<file path="src/rtl/fnd_pkg.sv">
// fnd_pkg
// Shared definitions for the FND scan logic: digit geometry, the scan
// phase enum and the leading-zero blanking rule.
// Ports: none (package).
package fnd_pkg;

    localparam int NUM_DIGITS = 4;
    localparam int DIGIT_W    = 4;
    localparam int SEL_W      = 2;
    localparam int DATA_W     = NUM_DIGITS * DIGIT_W;

    typedef enum logic {
        BLANK = 1'b0,
        SHOW  = 1'b1
    } scan_state_e;

    // A digit is a leading zero when it and every nibble above it are zero.
    // Digit 0 is never reported as blank so an all-zero value shows one "0".
    function automatic logic leadingZeroBlank(input logic [DATA_W-1:0] value,
                                              input logic [SEL_W-1:0]  idx);
        logic blank;
        blank = 1'b0;
        for (int k = 1; k < NUM_DIGITS; k++) begin
            if ((idx == SEL_W'(k)) && ((value >> (k * DIGIT_W)) == '0)) begin
                blank = 1'b1;
            end
        end
        return blank;
    endfunction

endpackage

</file>
<file path="src/rtl/fnd_slot_timer.sv">
// fnd_slot_timer
// Free-running modulo-DIV slot counter with a dead-time window at the start
// of each slot. Kept generic so other display timing can reuse it.
// Ports:
//   i_clk       system clock
//   i_reset     synchronous, active-high reset (count returns to 0)
//   o_count     current slot count, 0..DIV-1
//   o_slot_end  high while the count sits at DIV-1 (last cycle of the slot)
//   o_in_blank  high while the count is below BLANK_CYCLES
module fnd_slot_timer #(
    parameter int DIV          = 12000,
    parameter int BLANK_CYCLES = 120,
    parameter int CNT_W        = $clog2(DIV)
) (
    input  logic             i_clk,
    input  logic             i_reset,
    output logic [CNT_W-1:0] o_count,
    output logic             o_slot_end,
    output logic             o_in_blank
);

    logic [CNT_W-1:0] count_q, count_d;

    assign o_count    = count_q;
    assign o_slot_end = (count_q == CNT_W'(DIV - 1));
    assign o_in_blank = (count_q < CNT_W'(BLANK_CYCLES));

    // Wrap to zero after the last cycle of the slot, otherwise count up.
    always_comb begin
        count_d = count_q + 1'b1;
        if (o_slot_end) begin
            count_d = '0;
        end
    end

    always_ff @(posedge i_clk) begin
        if (i_reset) begin
            count_q <= '0;
        end else begin
            count_q <= count_d;
        end
    end

endmodule

</file>
<file path="src/rtl/fnd_scan_driver.sv">
// fnd_scan_driver
// Time-multiplexed scan sequencer for a 4-digit FND controller. Cycles the
// digit index once per slot, blanks the enable for a dead time at each digit
// change, optionally suppresses leading zeros, and swaps in newly loaded data
// only at the frame boundary (digit 3 -> 0) so a value never tears.
// Ports:
//   i_clk         system clock
//   i_reset       synchronous, active-high reset; aborts scan, drops pending data
//   i_load        one-cycle strobe capturing i_bcd_data
//   i_bcd_data    four BCD nibbles, [3:0] is digit 0
//   i_blank_lz    leading-zero suppression enable, sampled every cycle
//   o_en          registered enable to the FND controller
//   o_select      registered digit index
//   o_fnd_data    registered nibble of the selected digit
//   o_frame_done  one-cycle pulse when the display register updates at a boundary
module fnd_scan_driver
    import fnd_pkg::*;
#(
    parameter int DIV          = 12000,
    parameter int BLANK_CYCLES = 120
) (
    input  logic               i_clk,
    input  logic               i_reset,
    input  logic               i_load,
    input  logic [DATA_W-1:0]  i_bcd_data,
    input  logic               i_blank_lz,
    output logic               o_en,
    output logic [SEL_W-1:0]   o_select,
    output logic [DIGIT_W-1:0] o_fnd_data,
    output logic               o_frame_done
);

    localparam int CNT_W = $clog2(DIV);

    logic [CNT_W-1:0]   slotCount;
    logic               slotEnd;
    logic               inBlank;
    scan_state_e        scanState;
    logic               frameBoundary;

    logic [SEL_W-1:0]   digitIdx_q, digitIdx_d;
    logic [DATA_W-1:0]  disp_q, disp_d;
    logic [DATA_W-1:0]  pend_q, pend_d;
    logic               pendValid_q, pendValid_d;

    logic               en_q, en_d;
    logic [SEL_W-1:0]   select_q, select_d;
    logic [DIGIT_W-1:0] fndData_q, fndData_d;
    logic               frameDone_q, frameDone_d;

    fnd_slot_timer #(
        .DIV          (DIV),
        .BLANK_CYCLES (BLANK_CYCLES),
        .CNT_W        (CNT_W)
    ) u_slot_timer (
        .i_clk      (i_clk),
        .i_reset    (i_reset),
        .o_count    (slotCount),
        .o_slot_end (slotEnd),
        .o_in_blank (inBlank)
    );

    // Scan phase follows the slot timer's dead-time window.
    always_comb begin
        scanState = SHOW;
        if (inBlank) begin
            scanState = BLANK;
        end
    end

    // Digit stepping and frame-synchronous data handling. A load arriving on
    // the boundary cycle itself bypasses the pending register and wins over
    // any older pending value.
    always_comb begin
        frameBoundary = slotEnd && (digitIdx_q == SEL_W'(NUM_DIGITS - 1));
        digitIdx_d    = digitIdx_q;
        disp_d        = disp_q;
        pend_d        = pend_q;
        pendValid_d   = pendValid_q;

        if (slotEnd) begin
            digitIdx_d = digitIdx_q + 1'b1;
        end

        if (frameBoundary) begin
            if (i_load) begin
                disp_d = i_bcd_data;
            end else if (pendValid_q) begin
                disp_d = pend_q;
            end
            pendValid_d = 1'b0;
        end else if (i_load) begin
            pend_d      = i_bcd_data;
            pendValid_d = 1'b1;
        end
    end

    // Output register next state. Digit index and display contents only move
    // at the slot start, so select/data are captured on the first slot cycle;
    // that keeps them frozen for the rest of the slot, including SHOW.
    always_comb begin
        en_d        = (scanState == SHOW) &&
                      !(i_blank_lz && leadingZeroBlank(disp_q, digitIdx_q));
        select_d    = select_q;
        fndData_d   = fndData_q;
        frameDone_d = frameBoundary;

        if (slotCount == '0) begin
            select_d  = digitIdx_q;
            fndData_d = disp_q[digitIdx_q * DIGIT_W +: DIGIT_W];
        end
    end

    always_ff @(posedge i_clk) begin
        if (i_reset) begin
            digitIdx_q  <= '0;
            disp_q      <= '0;
            pend_q      <= '0;
            pendValid_q <= 1'b0;
            en_q        <= 1'b0;
            select_q    <= '0;
            fndData_q   <= '0;
            frameDone_q <= 1'b0;
        end else begin
            digitIdx_q  <= digitIdx_d;
            disp_q      <= disp_d;
            pend_q      <= pend_d;
            pendValid_q <= pendValid_d;
            en_q        <= en_d;
            select_q    <= select_d;
            fndData_q   <= fndData_d;
            frameDone_q <= frameDone_d;
        end
    end

    assign o_en         = en_q;
    assign o_select     = select_q;
    assign o_fnd_data   = fndData_q;
    assign o_frame_done = frameDone_q;

endmodule

</file>
<file path="config.mk">
export PLATFORM = sky130hd
export DESIGN_NAME = fnd_scan_driver
export DESIGN_NICKNAME = d
export VERILOG_FILES = /design/src/rtl/fnd_pkg.sv /design/src/rtl/fnd_slot_timer.sv /design/src/rtl/fnd_scan_driver.sv
export SDC_FILE = /design/constraint.sdc
export NUM_CORES = 1
export LEC_CHECK = 0
export ABC_AREA = 0
export CAP_MARGIN = 15
export CORE_MARGIN = 4
export CORE_UTILIZATION = 62
export CTS_CLUSTER_DIAMETER = 150
export CTS_CLUSTER_SIZE = 40
export DETAILED_ROUTE_END_ITERATION = 12
export DONT_BUFFER_PORTS = 1
export PLACE_DENSITY_LB_ADDON = 0.25
export SLEW_MARGIN = 20
export SYNTH_ARGS = -nofsm -noshare
export SYNTH_HDL_FRONTEND = slang
export SYNTH_SLANG_ARGS = --single-unit
</file>
<file path="constraint.sdc">
create_clock -name i_clk -period 2.8 [get_ports i_clk]
set_clock_uncertainty 0.2 [all_clocks]
set_input_delay 0.7 -clock i_clk [delete_from_list [all_inputs] [get_ports i_clk]]
set_output_delay 0.7 -clock i_clk [all_outputs]
set_load 0.005 [all_outputs]
</file>
==> results of run 1 <==
[sequential cells by signal (all words and copies together) (netlist names)]
signal and count:
u_slot_timer.o_count 14, digitIdx_q 2, o_en 1, pendValid_q 1, pend_q 16, o_fnd_data 4, disp_q 16, o_select 2
o_frame_done 1
[kinds of logic after synthesis]
family          after synthesis
simple gates                 94
mux                          20
fa+ha+maj                     5
buf+inv                      35
xor+xnor                     13
compound gates               81
flops                        57
[layout by cell type (no fill, tap or decap), types with 9 or more instances in the layout]
cell / netlist / routed
nor2_1: 20 / 20
or3_1: 16 / 16
inv_1: 9 / 9
dfxtp_1: 57 / 57
xnor2_1: 12 / 12
clkbuf_8: 0 / 10
mux2i_1: 16 / 16
o21ai_0: 38 / 38
a21oi_1: 40 / 40
nand3_1: 27 / 27
[metal layers]
metal  up-vias  track usage  part of all wire
met4         0        0.117             0.014
met5         -            0                 0
li1       1072            -                 -
met2        49        0.336              0.46
met3         6       0.0496             0.054
met1       997        0.303              0.47
[area by class of cell]
| cell class | instances | area [um2] |
|---|---|---|
| clock buffers | 13 | 149 |
| clock inverters | 3 | 40.0 |
| fillers | 322 | 1250 |
| inverters | 9 | 33.8 |
| multi-input cells | 213 | 1340 |
| flip-flops and latches | 57 | 1140 |
| well taps | 50 | 62.6 |
| repair buffers | 5 | 37.5 |
[worst max path at each step]
stage	start	slack [ns]	end
finish	u_slot_timer.o_count[0]	0.30	disp_q[4]
CTS	u_slot_timer.o_count[0]	0.30	disp_q[13]
global route	u_slot_timer.o_count[0]	0.15	disp_q[9]
floorplan	i_load	0.55	disp_q[10]
global placement	u_slot_timer.o_count[0]	0.37	disp_q[15]
detailed placement	u_slot_timer.o_count[0]	0.33	disp_q[13]
[where the power goes]
part	internal [mW]	leakage (nW)	switching [mW]	total (mW)
clock	0.433	0.0974	0.304	0.738
sequential	0.828	0.463	0.0101	0.839
combinational	0.0294	0.426	0.0378	0.0672
[worst register-to-register path: stages (launching register included)]
cell and delay [ns]:
dfxtp_1 0.39, ha_1 0.25, nand4_1 0.20, or4_4 0.81, or3_1 0.44, a21oi_1 0.15
==> flow_summary.toml, run 1 <==
[timing]
holdWs_ns = 0.233
maxSlewViolCount = 0
maxSlewHeadroom = 0.705
final.setup.worst_slack_ns = 0.301
period_share = 0.893
finalSetupViolCount = 0
setup-tns-final_ns = 0
max_freq_ghz = 0.400
worstMarginPinSlew_ns = 0.442
finalHoldViolCount = 0
rsz0062_at_grt = "false"
period_needed_ns = 2.50

[synthesis]
synthTopCellsByCount = "dfxtp_1 (57), a21oi_1 (40), o21ai_0 (38)"
synth_top_family_by_area = "simple AND/OR/NAND/NOR gates"
synthesis.nets = 330
synth_xor_area_frac = 0.0434
synth_compound_area_frac = 0.157
synthFlopType = "dfxtp_1"
yosys.area.top_type = "dfxtp_1"
synth-simple-area-share = 0.190
synth_cells = 305
syn_area_mm2 = 0.00262
synth_area_leaders = "dfxtp_1 (44%), a21oi_1 (7.6%), o21ai_0 (7.3%)"
synth_edf_count = 0
syn_avg_cell_area_um2 = 8.60
yosysMostFrequentCell = "dfxtp_1"
async_reset_ff_frac = 0
yosysSeqAreaShare = 0.435
synthAdderAreaFrac = 0.0239
yosys_warnings = 0
synth_top_area_share = 0.435
synth_mux_area_frac = 0.0954
ys_ff_latch = 57
ys_types = 31

[drt]
ant_nets = 0
wl_per_cell_um = 15.3
drc = 0
drt_iter0_markers = 166
vias = 2124
detail_route.first_pass.iterations = 4
via_per_inst = 6.07
routed_wl_um = 5350

[die]
io_pins = 28
rows = 23
core_area_mm2 = 0.00406
die_y_um = 73.0
dieArea_mm2 = 0.00533
start_util = 0.646
die-width_um = 73.0

[setup_path]
crit_chain = "ha_1, nand4_1, or4_4, or3_1, a21oi_1"
reg2regPathDepth = 5
cp.required_ns = 2.86
reg2reg_setup_slack_ns = 0.30
arrival_ns = 2.56
critPathTopFamily = "simple AND/OR/NAND/NOR gates"
r2r_end = "disp_q[4]"
start_kind = "flop"
worst-path-buf-inv = 0
path_max_fanout = 49
cp.depth = 5
slowest_stage = "or4_4"
timing.rr.start = "u_slot_timer.o_count[0]"
endpoint_kind = "flop"
setup.worst_path.class = "flop to flop"
cp_slowest_stage_delay_ns = 0.81

[global_routing]
grtUsageTotal = 0.225
grt_pass1_wl_um = 9160
grt_antenna_before_repair = 0
overflow = 0
grt_start_max_net_pins = 50
first_global_vias = 1963

[pwr]
finalPower_mw = 1.64
p_leak_nw = 0.986
ir_drop_uv = 378
power.density_mw_per_mm2 = 585

[place]
portBuffers = 0
post_dp_cell_area_mm2 = 0.00262
gp_congestion = 0.842
dp_hpwl_um = 3510
pre_cts_ws_ns = 0.329
dp.cells = 334

[cells_and_area]
finalInstanceArea_mm2 = 0.00281
nets = 320
final_cells = 350
area_delta_synth_final_pct = 7.06
finalCoreUtilization = 0.692
drive_gt1_frac = 0.0867
antenna_cells = 0

[worst_hold_path]
holdCritPathClass = "input port to flop"
holdPathEnd = "o_fnd_data[1]"
min_from = "i_reset"
hold-path-cell-count = 1

[clock_network]
cts_root_buffer = "clkbuf_8"
ctsLongestPathBuffers = 2
postCtsSetupBuffers = 0
cts_tree = "yes"
postCtsHoldBufs = 0
cts_buffers = 9
cts.sinks = 57
clock_latency_ns = 0.33
clk_pin_slew_worst_paths_ns = 0.06
cts_resized = 0
cts_htree_levels = 3

[run]
max_cap_viol_count = 0

[run_status]
status = "completed"
Power figures use the tool's default switching activity.
==> run 2: changes to the inputs <==
--- a/config.mk
+++ b/config.mk
@@ -7,7 +7,6 @@
 export LEC_CHECK = 0
 export ABC_AREA = 0
 export CAP_MARGIN = 15
-export CORE_MARGIN = 4
 export CORE_UTILIZATION = 62
 export CTS_CLUSTER_DIAMETER = 150
 export CTS_CLUSTER_SIZE = 40
==> flow_summary.toml, run 2 (synthesized netlist as in run 1, its figures left out) <==
[timing]
maxSlewViolCount = 0
rsz0062_at_grt = "false"
maxSlewHeadroom = 0.715
period_needed_ns = 2.51
worstMarginPinSlew_ns = 0.427
finalHoldViolCount = 0
period_share = 0.895
max_freq_ghz = 0.399
finalSetupViolCount = 0
setup-tns-final_ns = 0

[setup_path]
setup.worst_path.class = "flop to flop"
cp_slowest_stage_delay_ns = 0.80
path_max_fanout = 49
start_kind = "flop"
endpoint_kind = "flop"
slowest_stage = "or4_4"
crit_chain = "ha_1, nand4_1, or4_4, or3_1, a21oi_1"
cp.required_ns = 2.87
arrival_ns = 2.58

[die]
die_y_um = 67.0
die-width_um = 67.0
core_area_mm2 = 0.00403
rows = 23
io_pins = 28
dieArea_mm2 = 0.00449
start_util = 0.651

[cells_and_area]
area_delta_synth_final_pct = 7.59
mostFrequentLayoutCell = "dfxtp_1"
nets = 321
layout_common_cells = "dfxtp_1 (57), a21oi_1 (40), o21ai_0 (38)"
finalCoreUtilization = 0.700
antenna_cells = 0
drive_gt1_frac = 0.0997
finalInstanceArea_mm2 = 0.00282
final_cells = 351

[place]
gp_congestion = 0.819
dp.cells = 335
dp_hpwl_um = 3480
portBuffers = 0
post_dp_cell_area_mm2 = 0.00263

[worst_hold_path]
holdCritPathClass = "input port to flop"

[clock_network]
postCtsHoldBufs = 0
cts_buffers = 9
clock_latency_ns = 0.34
cts.sinks = 57
cts_htree_levels = 3
cts_resized = 0
ctsLongestPathBuffers = 2
postCtsSetupBuffers = 0
cts_root_buffer = "clkbuf_8"
cts_tree = "yes"
clk_pin_slew_worst_paths_ns = 0.07

[drt]
wl_per_cell_um = 15.4
vias = 2133
drt_iter0_markers = 206
detail_route.first_pass.iterations = 4
drc = 0
ant_nets = 0
routed_wl_um = 5410
via_per_inst = 6.08

[global_routing]
overflow = 0
grt_antenna_before_repair = 0
first_global_vias = 1886
grt_start_max_net_pins = 50
grt_pass1_wl_um = 8560
grtUsageTotal = 0.263

[pwr]
power.density_mw_per_mm2 = 589
p_leak_nw = 0.996
ir_drop_uv = 487

[run_status]
status = "completed"

[run]
max_cap_viol_count = 0
## run 2: path summary, 6_finish.rpt
path	slack (ns)	from	cells past startpoint	to
worst max-delay path	0.29	u_slot_timer.o_count[0]	5	disp_q[15]
worst min-delay path	0.22	i_reset	1	o_fnd_data[3]
worst max register to register	0.29	u_slot_timer.o_count[0]	5	disp_q[15]
worst min register to register	0.27	pend_q[13]	2	pend_q[13]
## run 2: per-stage QoR
step / hold WS (ns) / worst slack, ns / total power, mW
final: 0.222 / 0.293 / 1.66
after global routing: 0.211 / 0.0982 / 1.72
after CTS: 0.217 / 0.286 / 1.67
after detailed placement: 0.258 / 0.323 / 0.926
after global placement: 0.252 / 0.384 / 0.922
after floorplan: 0.238 / 0.553 / 0.926
## run 2: layout make-up
cell class              count  area (um2)
multi-input cells         213        1340
fillers                   338        1210
flip-flops and latches     57        1140
clock buffers              10         138
well taps                  50        62.6
clock inverters             6        57.6
repair buffers              6        45.0
inverters                   9        33.8
## run 2: critical path: cells and delay by family, from the launching register on
family | cells | cell delay [ns]
adders and majority gates | 1 | 0.25
DFF | 1 | 0.39
AOI/OAI and AO/OA | 1 | 0.16
and+or+nand+nor | 3 | 1.43
## run 2: routing by layer
metal  GRT usage  share of wire  up-vias
met5           0              0        -
met4       0.120          0.017        0
met2       0.409           0.46       50
met3      0.0805          0.047        7
met1       0.330           0.47     1007
li1            -              -     1069
## run 2: power by group
group / internal [mW] / switching [mW]
clock: 0.428 / 0.326
combinational: 0.0311 / 0.0390
sequential: 0.828 / 0.0103
total: 1.29 / 0.375
